`src/rtl/cache_fill_arbiter.sv`:
```
// cache_fill_arbiter: shared I/D-cache miss-service controller with 8-word line fill
// Optional feature: define ARB_RR_EN for round-robin arbitration between the two misses.
module cache_fill_arbiter #(
    parameter int MEM_LAT = 4
) (
    input  logic        clk,
    input  logic        rst_n,
    input  logic        icache_miss,
    input  logic [15:0] icache_addr,
    input  logic        dcache_miss,
    input  logic [15:0] dcache_addr,
    input  logic        dcache_wr_req,
    input  logic [15:0] dcache_wr_addr,
    input  logic [15:0] dcache_wr_data,
    output logic        mem_en,
    output logic        mem_wen,
    output logic [15:0] mem_addr,
    output logic [15:0] mem_wdata,
    input  logic [15:0] mem_rdata,
    input  logic        mem_data_valid,
    output logic [15:0] fill_addr,
    output logic [15:0] fill_data,
    output logic        icache_write_data_array,
    output logic        icache_write_tag_array,
    output logic        dcache_write_data_array,
    output logic        dcache_write_tag_array,
    output logic        dcache_wr_ack,
    output logic        icache_stall,
    output logic        dcache_stall
);
    typedef enum logic [1:0] {IDLE, FILL, WRTAG} state_t;

    // The return path is a simple counter, so the latency only needs range-checking.
    if (MEM_LAT < 1 || MEM_LAT > 8) begin : g_lat_chk
        $error("MEM_LAT must be within 1..8");
    end

    state_t      state_q, state_d;
    logic [15:0] line_q, line_d;
    logic        own_d_q, own_d_d;
    logic [3:0]  issue_q, issue_d;
    logic [3:0]  recv_q, recv_d;
    logic        pick_d;
    logic [15:0] miss_addr;

`ifdef ARB_RR_EN
    logic last_q, last_d;
    // Tie goes to the requester that did not own the previous fill; last_q starts at D so I wins first.
    assign pick_d = dcache_miss & ~(icache_miss & last_q);
    // Round-robin history register.
    always_ff @(posedge clk or negedge rst_n) begin
        if (!rst_n) last_q <= 1'b1;
        else        last_q <= last_d;
    end
`else
    assign pick_d = dcache_miss;
`endif

    assign miss_addr    = pick_d ? dcache_addr : icache_addr;
    assign fill_addr    = line_q | {12'h000, recv_q[2:0], 1'b0};
    assign fill_data    = mem_rdata;
    assign icache_stall = icache_miss;
    assign dcache_stall = dcache_miss | (dcache_wr_req & ~dcache_wr_ack);

    // State, latched line/owner and fill counters.
    always_ff @(posedge clk or negedge rst_n) begin
        if (!rst_n) begin
            state_q <= IDLE;
            line_q  <= '0;
            own_d_q <= 1'b0;
            issue_q <= '0;
            recv_q  <= '0;
        end else begin
            state_q <= state_d;
            line_q  <= line_d;
            own_d_q <= own_d_d;
            issue_q <= issue_d;
            recv_q  <= recv_d;
        end
    end

    // Arbitration, read issue, word steering and metadata write.
    always_comb begin
        state_d                 = state_q;
        line_d                  = line_q;
        own_d_d                 = own_d_q;
        issue_d                 = issue_q;
        recv_d                  = recv_q;
        mem_en                  = 1'b0;
        mem_wen                 = 1'b0;
        mem_addr                = '0;
        mem_wdata               = '0;
        dcache_wr_ack           = 1'b0;
        icache_write_data_array = 1'b0;
        icache_write_tag_array  = 1'b0;
        dcache_write_data_array = 1'b0;
        dcache_write_tag_array  = 1'b0;
`ifdef ARB_RR_EN
        last_d                  = last_q;
`endif
        case (state_q)
            IDLE: begin
                if (rst_n && dcache_wr_req) begin
                    mem_en        = 1'b1;
                    mem_wen       = 1'b1;
                    mem_addr      = dcache_wr_addr;
                    mem_wdata     = dcache_wr_data;
                    dcache_wr_ack = 1'b1;
                end else if (rst_n && (dcache_miss || icache_miss)) begin
                    line_d  = miss_addr & 16'hFFF0;
                    own_d_d = pick_d;
                    issue_d = '0;
                    recv_d  = '0;
                    state_d = FILL;
`ifdef ARB_RR_EN
                    last_d  = pick_d;
`endif
                end
            end
            FILL: begin
                if (issue_q < 4'd8) begin
                    mem_en   = 1'b1;
                    mem_addr = line_q | {12'h000, issue_q[2:0], 1'b0};
                    issue_d  = issue_q + 4'd1;
                end
                if (mem_data_valid) begin
                    icache_write_data_array = ~own_d_q;
                    dcache_write_data_array = own_d_q;
                    recv_d                  = recv_q + 4'd1;
                    state_d                 = (recv_q == 4'd7) ? WRTAG : FILL;
                end
            end
            WRTAG: begin
                icache_write_tag_array = ~own_d_q;
                dcache_write_tag_array = own_d_q;
                state_d                = IDLE;
            end
            default: state_d = IDLE;
        endcase
    end
endmodule

```
`config.mk`:
```
export PLATFORM = sky130hd
export DESIGN_NAME = cache_fill_arbiter
export DESIGN_NICKNAME = d
export VERILOG_FILES = /design/src/rtl/cache_fill_arbiter.sv
export SDC_FILE = /design/constraint.sdc
export NUM_CORES = 1
export LEC_CHECK = 0
export CORE_UTILIZATION = 31
export CTS_CLUSTER_DIAMETER = 60
export DETAILED_ROUTE_END_ITERATION = 10
export PLACE_DENSITY_LB_ADDON = 0.12
export SLEW_MARGIN = 20
export SYNTH_ARGS = -nofsm -noshare
export SYNTH_HDL_FRONTEND = slang
export SYNTH_SLANG_ARGS = --single-unit
```
`constraint.sdc`:
```
create_clock -name clk -period 1.7 [get_ports clk]
set_input_delay 0.34 -clock clk [delete_from_list [all_inputs] [get_ports clk]]
set_output_delay 0.34 -clock clk [all_outputs]
set_load 0.02 [all_outputs]
```
; ---- Yosys cells after proc, flatten, opt, wreduce, memory -nomap -nowiden
; Index checks and enable logic that the tools add are counted.
[word_totals]
ram_bits = 0
latch_bits = 0
romBits = 0
output_inout_bits = 73
n_memories = 0
inputBits = 86
elab_cells = 58
regBits = 23
[classes]
n_reduce_logical = 9
eq_ne = 7
n_div = 0
bitwise = 7
mul = 0
order_cmp = 1
shift = 0
add_sub_neg = 2
muxes = 27
[op_table]
columns = cell, n
row1 = $mux 16, 5
row2 = $or 16x4->16, 2
row3 = $pmux 16 s2, 1
row4 = $mux 4, 4
row5 = $pmux 4 s2, 2
row6 = $mux 1, 9
row7 = $add 4x1->4 const B, 2
row8 = $mux 2, 4
row9 = $ne 2x2->1 const B, 4
row10 = $reduce_and 4->1, 2
row11 = $reduce_and 3->1, 2
row12 = $eq 4x3->1 const B, 1
row13 = $lt 4x4->1 const B, 1
row14 = $pmux 2 s2, 1
row15 = $not 1->1, 3
row16 = $eq 2x1->1 const B, 1
row17 = $eq 2x2->1 const B, 1
row18 = $logic_and 1x1->1, 2
row19 = $logic_not 2->1, 1
row20 = $pmux 1 s2, 1
row21 = $reduce_bool 2->1, 1
row22 = $and 1x1->1, 1
row23 = $logic_or 1x1->1, 1
row24 = $or 1x1->1, 1

; ---- Logic depth before layout (Yosys ltp)
[depth]
ltp_word = 6
ltp_mapped = 5
depth_no_buf = 4

; ---- Worst setup path after synthesis
; Ideal clock, no wire load.
[synth_path]
path_type = reg-to-output
start = register state_q[1]
end = output mem_wdata[10]
path_stages_with_launch = 6
required_time_ns = 1.360
slack_ns = -0.009
t_arrival_ns = 1.369
path_cell_list = dfrtp_1 -> buf_6 -> nand2b_4 -> nor3_4 -> buf_2 -> and2_1
[synth_via]
elab_chain_cells = 2
[synth_rtl]
columns = item, line_no
row1 = from (decl), 38  ; state_t state_q, state_d;
row2 = from (signal assigned), 74  ; state_q <= state_d;
row3 = $logic_not 2->1, 101  ; case (state_q)
row4 = $mux 16, 101
row5 = to (decl), 18  ; output logic [15:0] mem_wdata,
; Every way passes these cells.

; ---- Final worst setup path
[layout_path]
start = register state_q[1]
end = output mem_addr[7]
[layout_via]
elab_chain_cells = 2
elab_cells_between_ends = 3
classes_between = 1 x eq/ne / 1 x mux / 1 x reduce/logical
[layout_rtl]
columns = item, line_no
row1 = $eq 2x1->1 / $logic_not 2->1 (equally long branches), 101
row2 = $pmux 16 s2 (*), 101
row3 = to (decl), 17  ; output logic [15:0] mem_addr,
; Mark *: on every way between the ends. The rest lies on a longest branch, timed or not.

==> results by group <==
Die
  – Core ar.: 5238 sq um
  – Initial Util: 32.97%
  – I/O pin total: 159
  – Rows: 26
  – Die height: 76.63 microns
  – Die area: 5872 sq um
  – Die Span X: 76.63 microns

Power
  – Sw frac: 39.51%
  – Clock share of power: 7.8%
  – Reg power frac: 24.4%
  – Pint: 2.620 mW
  – Worst VDD drop: 0.7359 mV
  – P_leak: 1.382 nW
  – Combinational Power Share: 67.7%
  – Psw: 1.711 mW
  – PD cells: 1398 nW/um^2

Synthesis
  – Synth Area in Compound Gates: 13.48%
  – Ys Warns: 0
  – FFs w/ async S/R, synth: 100.0%
  – Multiplexer share of the synthesized area: 19.57%
  – Synth Area in Simple Gates: 17.83%
  – Main combinational cell family by area after synthesis: multiplexers
  – Adder-cell share of the synthesized area: 1.449%
  – Mean Syn Cell Area: 10.79 sq um
  – Ys flop type: dfrtp_1
  – Register area share after synthesis: 33.33%
  – XOR/XNOR share of the synthesized area: 0%
  – Synth unique cells: 34
  – Register bit total from synthesis: 23
  – Mapped Area: 1727 sq um
  – Synth Net Count: 248
  – Number of synthesized flops with an enable pin: 0
  – Synthesized instance count: 160

Critical path
  – CP endpoint: mem_addr[7]
  – R2R setup slack: 170 ps
  – RR Endpoint: line_q[6]
  – Crit path DAT: 1500 ps
  – Crit path from: state_q[1]
  – WP data required: 1360 ps
  – Peak fanout along the critical path: 8
  – Startpoint Class: register
  – FF-to-FF path depth: 5
  – WS Path Type: reg -> out
  – Worst setup EP type: output port
  – Reg-to-Reg Start: state_q[1]

Place
  – IO Port Bufs: 117
  – Worst slack, placed: -751.0 ps
  – Post-DP HPWL: 3925 microns
  – GPL Wtd Cong: 0.7472
  – Post-placement cell count: 331

Timing
  – Max-slew violations: 0
  – Hold Fails Final Rpt: 0
  – Period utilization: 108.3%
  – # setup viols final: 36
  – Final clock skew: 4.225 ps
  – Fin worst setup slack: -140.6 ps
  – Max Freq: 0.5433 GHz
  – Unrepaired setup endpoints after global routing: true
  – Period minus WS final: 1841 ps

GRT
  – Number of global-route vias before repair: 1578
  – First-pass GRT wire length: 8245 microns
  – Initial antenna violation count: 0
  – Largest net degree at the start of global routing: 24
  – Final global-route overflow total: 0
  – GRT Total Usage: 17.71%

Detailed routing
  – Wirelength per Cell: 15.09 microns
  – First DRT Iteration DRCs: 30
  – Via-per-instance ratio: 4.676
  – Drt pass-1 iters: 4
  – Final ANT Viol Nets: 0
  – Number of remaining DRC errors: 0
  – Vias: 1590
  – Post-Route WL: 5131 microns

Run status
  – Failing checks: setup timing
  – Status: finished with violations

Hold path
  – Worst Hold Class: in -> async

Flow run
  – Max-cap violation count: 0

Clock network
  – Cts bufs inserted: 3
  – CTS tree: yes
  – Reg clk slew, reported paths: 80 ps
  – Clk sinks: 23
  – Worst skew pair latency: 260 ps
  – CTS Hold Bufs: 0
  – Htree depth: 1
  – CTS Root Cell: clkbuf_8
  – Clock buffer depth: 2

Layout
  – Nets: 359
  – Non-Filler Instances: 340
  – Layout area overhead: 79.42%
  – Fraction of layout cells with a size suffix above 1: 41.85%
  – Ant. Diodes: 0
[what timing repair did]
action / in CTS / in global routing
hold endpoints to repair: 0 / 0
cloned: 1 / 1
setup endpoints to repair: 42 / 40
gates resized for setup: 237 / 15
pin swaps: 3 / 14
buffers inserted: 3 / 1
[final cells by class]
type                            count  area [sq um]
Clock inverter                      1         5.005
Multi-Input combinational cell    103         937.1
Inverter                            2         7.507
Tap cell                           70         87.58
Timing Repair Buffer              138          1443
Clock buffer                        3         41.29
Fill cell                         472          2140
Sequential cell                    23         576.8
[critical path: stages, from the launching register on]
cell and delay (ps):
dfrtp_1 380, nand2b_4 160, nor3_4 130, buf_6 160, clkbuf_16 140, a22o_1 150, buf_6 120
[cells in the mapped netlist, types with 2 or more instances]
master / number / share of area, %
nand2_1: 2 / 0.43
ha_1: 2 / 1.4
and2_1: 18 / 6.5
and3_1: 2 / 0.72
a22o_1: 16 / 8.1
clkbuf_1: 3 / 0.65
dfrtp_1: 23 / 33
buf_2: 3 / 0.87
nand4_1: 2 / 0.72
a32o_1: 4 / 2.3
nor2_1: 4 / 0.87
or2_2: 2 / 0.72
nor3b_1: 2 / 0.87
buf_6: 2 / 1.3
o21bai_1: 3 / 1.3
mux2_2: 22 / 14
mux2_4: 6 / 5.2
inv_1: 2 / 0.43
nor3_4: 2 / 1.9
buf_4: 23 / 10
o21ai_0: 4 / 1.2
[layout by cell type, fill, tap and decap left out, drive strengths merged]
master	n
nand3b	1
clkinv	1
or3	1
conb	1
nand2	2
and3b	1
buf	60
nor2	4
mux2	28
nand4	2
clkdlybuf4s50	73
nor3b	3
and2	18
ha	2
or2	2
nand2b	2
nor2b	1
dlymetal6s2s	1
inv	2
dfrtp	23
nand3	1
clkbuf	4
nor3	3
and2b	1
a32o	4
a311o	1
o21bai	3
a22o	16
dlygate4sd2	3
o21ai	4
and3	2
[cells by family after synthesis]
logic type / Yosys count
other: 1
flip-flops: 23
adder cells (fa/ha/maj): 2
multiplexers: 28
AND/OR/NAND/NOR: 44
AO/OA/AOI/OAI: 28
buffers and inverters: 34
[how the worst min path moves through the flow]
stage	to	slack (ps)	from	cells past startpoint
after global routing	recv_q[2]	320	rst_n	2
final	recv_q[2]	270	rst_n	2
after floorplan	issue_q[0]	40	rst_n	0
after detailed placement	line_q[13]	530	line_q[13]	1
after global placement	line_q[6]	530	line_q[6]	1
after CTS	issue_q[2]	280	rst_n	2
[sequential cells by signal, summed over array words and instances (netlist names)]
| register | cells |
|---|---|
| issue_q | 4 |
| line_q | 12 |
| recv_q | 4 |
| own_d_q | 1 |
| state_q | 2 |
[power groups by stage]
stage                     clock network, mW  logic [mW]  registers, mW
final                                 0.339        2.93           1.06
after global routing                  0.371        3.11           1.11
after CTS                             0.354        2.86           1.06
after detailed placement                  0        2.78           1.07
after global placement                    0        2.76           1.07
after floorplan                           0        1.44           1.20
[routing by layer]
metal / GRT usage, % / wire [microns] / vias up
met5: 0 / 0 / -
met4: 5.385 / 51 / 0
met3: 5.269 / 462 / 6
met2: 28.38 / 2402 / 86
met1: 22.80 / 2214 / 725
li1: - / - / 773
[metrics by stage]
step	util (%)	hold slack (ps)	cell area (sq um)	power (mW)	setup TNS [ps]
3_5_place_dp	55.73	525.4	2919	3.847	-30760
6_report	59.15	271.3	3098	4.331	-4058
3_3_place_gp	55.73	526.8	2919	3.835	-30500
2_1_floorplan	-	44.41	1729	2.642	0
5_1_grt	59.15	320.3	3098	4.588	-7227
4_1_cts	57.64	283.6	3019	4.280	-6362
(Power assumes the default switching activity.)
==> variant 1: new RTL, config.mk and constraints unchanged <==
Add a define of `ARB_RR_EN`.
--- a/src/rtl/cache_fill_arbiter.sv
+++ b/src/rtl/cache_fill_arbiter.sv
@@ -1,4 +1,6 @@
 // cache_fill_arbiter: shared I/D-cache miss-service controller with 8-word line fill
 // Optional feature: define ARB_RR_EN for round-robin arbitration between the two misses.
+`define ARB_RR_EN
+
 module cache_fill_arbiter #(
     parameter int MEM_LAT = 4
Formal check against the unedited RTL: not equivalent (a bounded check fails within 4 cycles, from zero or initial values and one cycle with rst_n low).
==> variant 1 against the original RTL <==
The run still ends with negative setup slack left; design area grew 5.8%; register-to-register slack lost 0.50 ns; power grew 12%; via count grew 8.6%; synthesized cell count grew 8.8%; global-route usage grew 1.8 points; critical path type unchanged; first-iteration DRC count grew 20%; setup slack lost 0.26 ns; synthesized area shrank 4.3%; routed wire length grew 12%; sequential cell count grew 1; largest power group unchanged; highest routed layer unchanged.
==> variant 1: results (changes against the original RTL) <==
Status
  • Failing checks: negative setup slack
  • Outcome: complete, but fails checks

Final layout
  • Fill cells: 411 (-13%)
  • Final #Nets: 389 (+8.4%)

STA
  • Final Worst Setup Slack: -0.4039 ns (-0.2633 ns)
  • Setup TNS: -18.00 ns (-13.94 ns)
  • Final setup fails: 57 (+58%)

Power
  • P_int: 2.883 mW (+10%)
  • Leakage power: 1.517 nW (+9.8%)

Critical path
  • Crit path max-delay family: simple AND/OR/NAND/NOR gates
  • CP Max Fanout: 7 (-1)
  • Max incr delay on CP: 0.42 ns (+0.04 ns)

Synthesis
  • Top cells by area, synth: dfrtp_1 (35%), buf_4 (10%), a22o_1 (7.9%), mux2i_1 (7.9%), and2_1 (6.4%)
  • Synthesized instance count: 174 (+8.8%)
  • Net Count, Synth: 262 (+5.6%)

Routing
  • Met3 wire len: 512 um (+11%)
  • Total Wirelength: 5.735 mm (+12%)
  • Via density: 4.665 (-0.25%)
  • Met1 Routed Length: 2.219 mm (+0.23%)
  • Wire per inst: 15.50 um (+2.7%)

Placement
  • Placer Congestion: 0.8306 (+11%)
  • Detailed placement HPWL: 4.048 mm (+3.1%)
  • Placed Area: 2898 um^2 (-0.73%)
  • Post-placement setup slack: -0.9423 ns (-0.1913 ns)

Global route
  • First-pass GRT wire length: 8.086 mm (-1.9%)
  • Met2 Use GR: 0.3473 (+0.06356)
  • Grt met3 use: 0.04418 (-0.008518)
  • Largest net degree at the start of global routing: 26 (+8.3%)

CTS
  • CTS resizes: 262 (+11%)
## variant 1: final cells by class
class	count	area [um^2]	share of cell area
Sequential cell	24	601.8	0.1837
Timing Repair Buffer	152	1637	0.4994
Inverter	3	11.26	0.003436
Clock buffer	4	55.05	0.01680
Tap cell	70	87.58	0.02673
Multi-Input combinational cell	117	884.6	0.2700
## variant 1: worst paths after layout
check | slack, ns | to
worst max-delay path | -0.40 | mem_addr[1]
min in group clk | 0.51 | recv_q[3]
worst max register to register | -0.33 | own_d_q
max in group asynchronous | 1.22 | last_q
worst min register to register | 0.51 | recv_q[3]
worst min-delay path | 0.19 | state_q[1]
## variant 1: cells by family after synthesis
kind of cell               after synthesis  synth area share
adders and majority gates                2           0.01514
DFF                                     24            0.3641
and+or+nand+nor                         56            0.1968
muxes                                   15           0.09235
AOI/OAI and AO/OA                       43            0.1824
buffers and inverters                   33            0.1469
other                                    1          0.002269
==> variant 2: new RTL, config.mk and constraints unchanged <==
Without the edit above. Re-encode `state_t` (3 states) as one-hot, 3 bits wide.
--- a/src/rtl/cache_fill_arbiter.sv
+++ b/src/rtl/cache_fill_arbiter.sv
@@ -29,5 +29,5 @@
     output logic        dcache_stall
 );
-    typedef enum logic [1:0] {IDLE, FILL, WRTAG} state_t;
+    typedef enum logic [2:0] {IDLE = 3'b001, FILL = 3'b010, WRTAG = 3'b100} state_t;
 
     // The return path is a simple counter, so the latency only needs range-checking.
Behaviour: no difference found for any inputs over 10 cycles, from zero or initial values and one cycle with rst_n low; not proved beyond that.
==> variant 2 against the original RTL <==
The flow still finishes with violations (negative setup slack); critical endpoint is now mem_addr[14]; critical path depth is the same; design area increased by 6.5%; routed wire length grew 6.4%; synthesized area is 1.9% higher; setup slack got worse by 0.16 ns; global-route usage shrank 0.76 points; sequential cell count up 1; via count grew 4.9%; utilization rose by 1.1 points; clock skew shrank 0.0014 ns.
Power is not compared: it rests on default switching activity, and its combinational part moved more than twofold at a synthesized area within 25%.
==> variant 2: results (changes against the original RTL) <==
Global route
  • Number of global-route vias before repair: 1605 (+1.7%)
  • First-pass GRT wire length: 8.073 mm (-2.1%)
  • Grt met1 use: 0.2288 (+0.0007569)
  • Met2 Use GR: 0.2717 (-0.01210)

Final layout
  • Fill cells: 489 (+3.6%)
  • Layout cell share with drive strength beyond 1: 0.4591 (+0.04056)

STA
  • Layout Skew: 0.002836 ns (-0.001390 ns)
  • Final Worst Setup Slack: -0.3028 ns (-0.1622 ns)
  • Final setup fails: 39 (+8.3%)

Synthesis
  • Post-synthesis compound-gate area fraction: 0.1565 (+0.02169)
  • Mux share of post-synthesis cell area: 0.1828 (-0.01286)
  • Net Count, Synth: 252 (+1.6%)
  • Sequential area share after synthesis: 0.3421 (+0.008772)
  • Top cells by area, synth: dfrtp_1 (33%), mux2_2 (11%), buf_4 (9.8%), a22o_1 (7.5%), mux2_4 (6.8%)

Routing
  • Met2 wire len: 2.664 mm (+11%)
  • Via density: 4.725 (+1.0%)
  • Initial detailed-routing violation count: 43 (+43%)
  • Met3 wire len: 301 um (-35%)
  • Wire per inst: 15.46 um (+2.4%)

Status
  • Outcome: complete, but fails checks
  • Failing checks: negative setup slack

Critical path
  • CP Max Fanout: 6 (-2)
  • Worst endpoint data arrival time: 1.66 ns (+0.16 ns)
  • Flop-to-flop setup slack: 0.06 ns (-0.11 ns)
  • CP endpoint: mem_addr[14]

Placement
  • Post-placement setup slack: -0.7865 ns (-0.03543 ns)
  • Detailed placement HPWL: 3.944 mm (+0.49%)
==> variant 2: kinds of logic (layout without fill, tap and decap cells) <==
family | after synthesis | after routing
simple gates | 39 | 39
other cells | 1 | 1
mux | 26 | 26
fa+ha+maj | 2 | 2
buf+inv | 36 | 153
flops | 24 | 24
compound gates | 36 | 36
==> variant 2: stage by stage <==
stage | utilization | instances | TNS [ns] | power (mW) | cell area, um^2
5_1_grt | 0.6029 | 353 | -12.06 | 2.384 | 3299
3_3_place_gp | 0.5562 | 344 | -32.69 | 1.807 | 3044
6_report | 0.6029 | 353 | -9.880 | 2.282 | 3299
2_1_floorplan | - | 164 | -0.4989 | 1.339 | 1800
4_1_cts | 0.5750 | 349 | -8.925 | 2.234 | 3147
3_5_place_dp | 0.5562 | 344 | -32.02 | 1.812 | 3044
==> variant 2: layout make-up <==
cell class	instances	area (um^2)	share of cell area
clock buffers	4	55.05	0.01669
inverters	4	15.01	0.004551
multi-input cells	104	1023	0.3102
flip-flops and latches	24	601.8	0.1824
well taps	72	90.09	0.02730
repair buffers	145	1514	0.4589
==> variant 2: worst max-delay path, delay by kind of cell (launching register included) <==
family / cells / cell delay [ns]
AOI/OAI and AO/OA: 1 / 0.13
buffers and inverters: 3 / 0.40
and+or+nand+nor: 2 / 0.29
DFF: 1 / 0.57
==> variant 2: timing repair <==
| item | 4_1_cts | 5_1_grt |
|---|---|---|
| gates cloned | 1 | 3 |
| setup buffers | 0 | 2 |
| endpoints found under the setup margin | 46 | 41 |
| endpoints found under the hold margin | 0 | 0 |
| gates resized for setup | 218 | 44 |
| pin swaps | 4 | 22 |
==> variant 2: power by group <==
part,switching (mW),internal (mW)
Clock,0.187,0.207
Sequential,0.122,0.683
Combinational,0.435,0.647
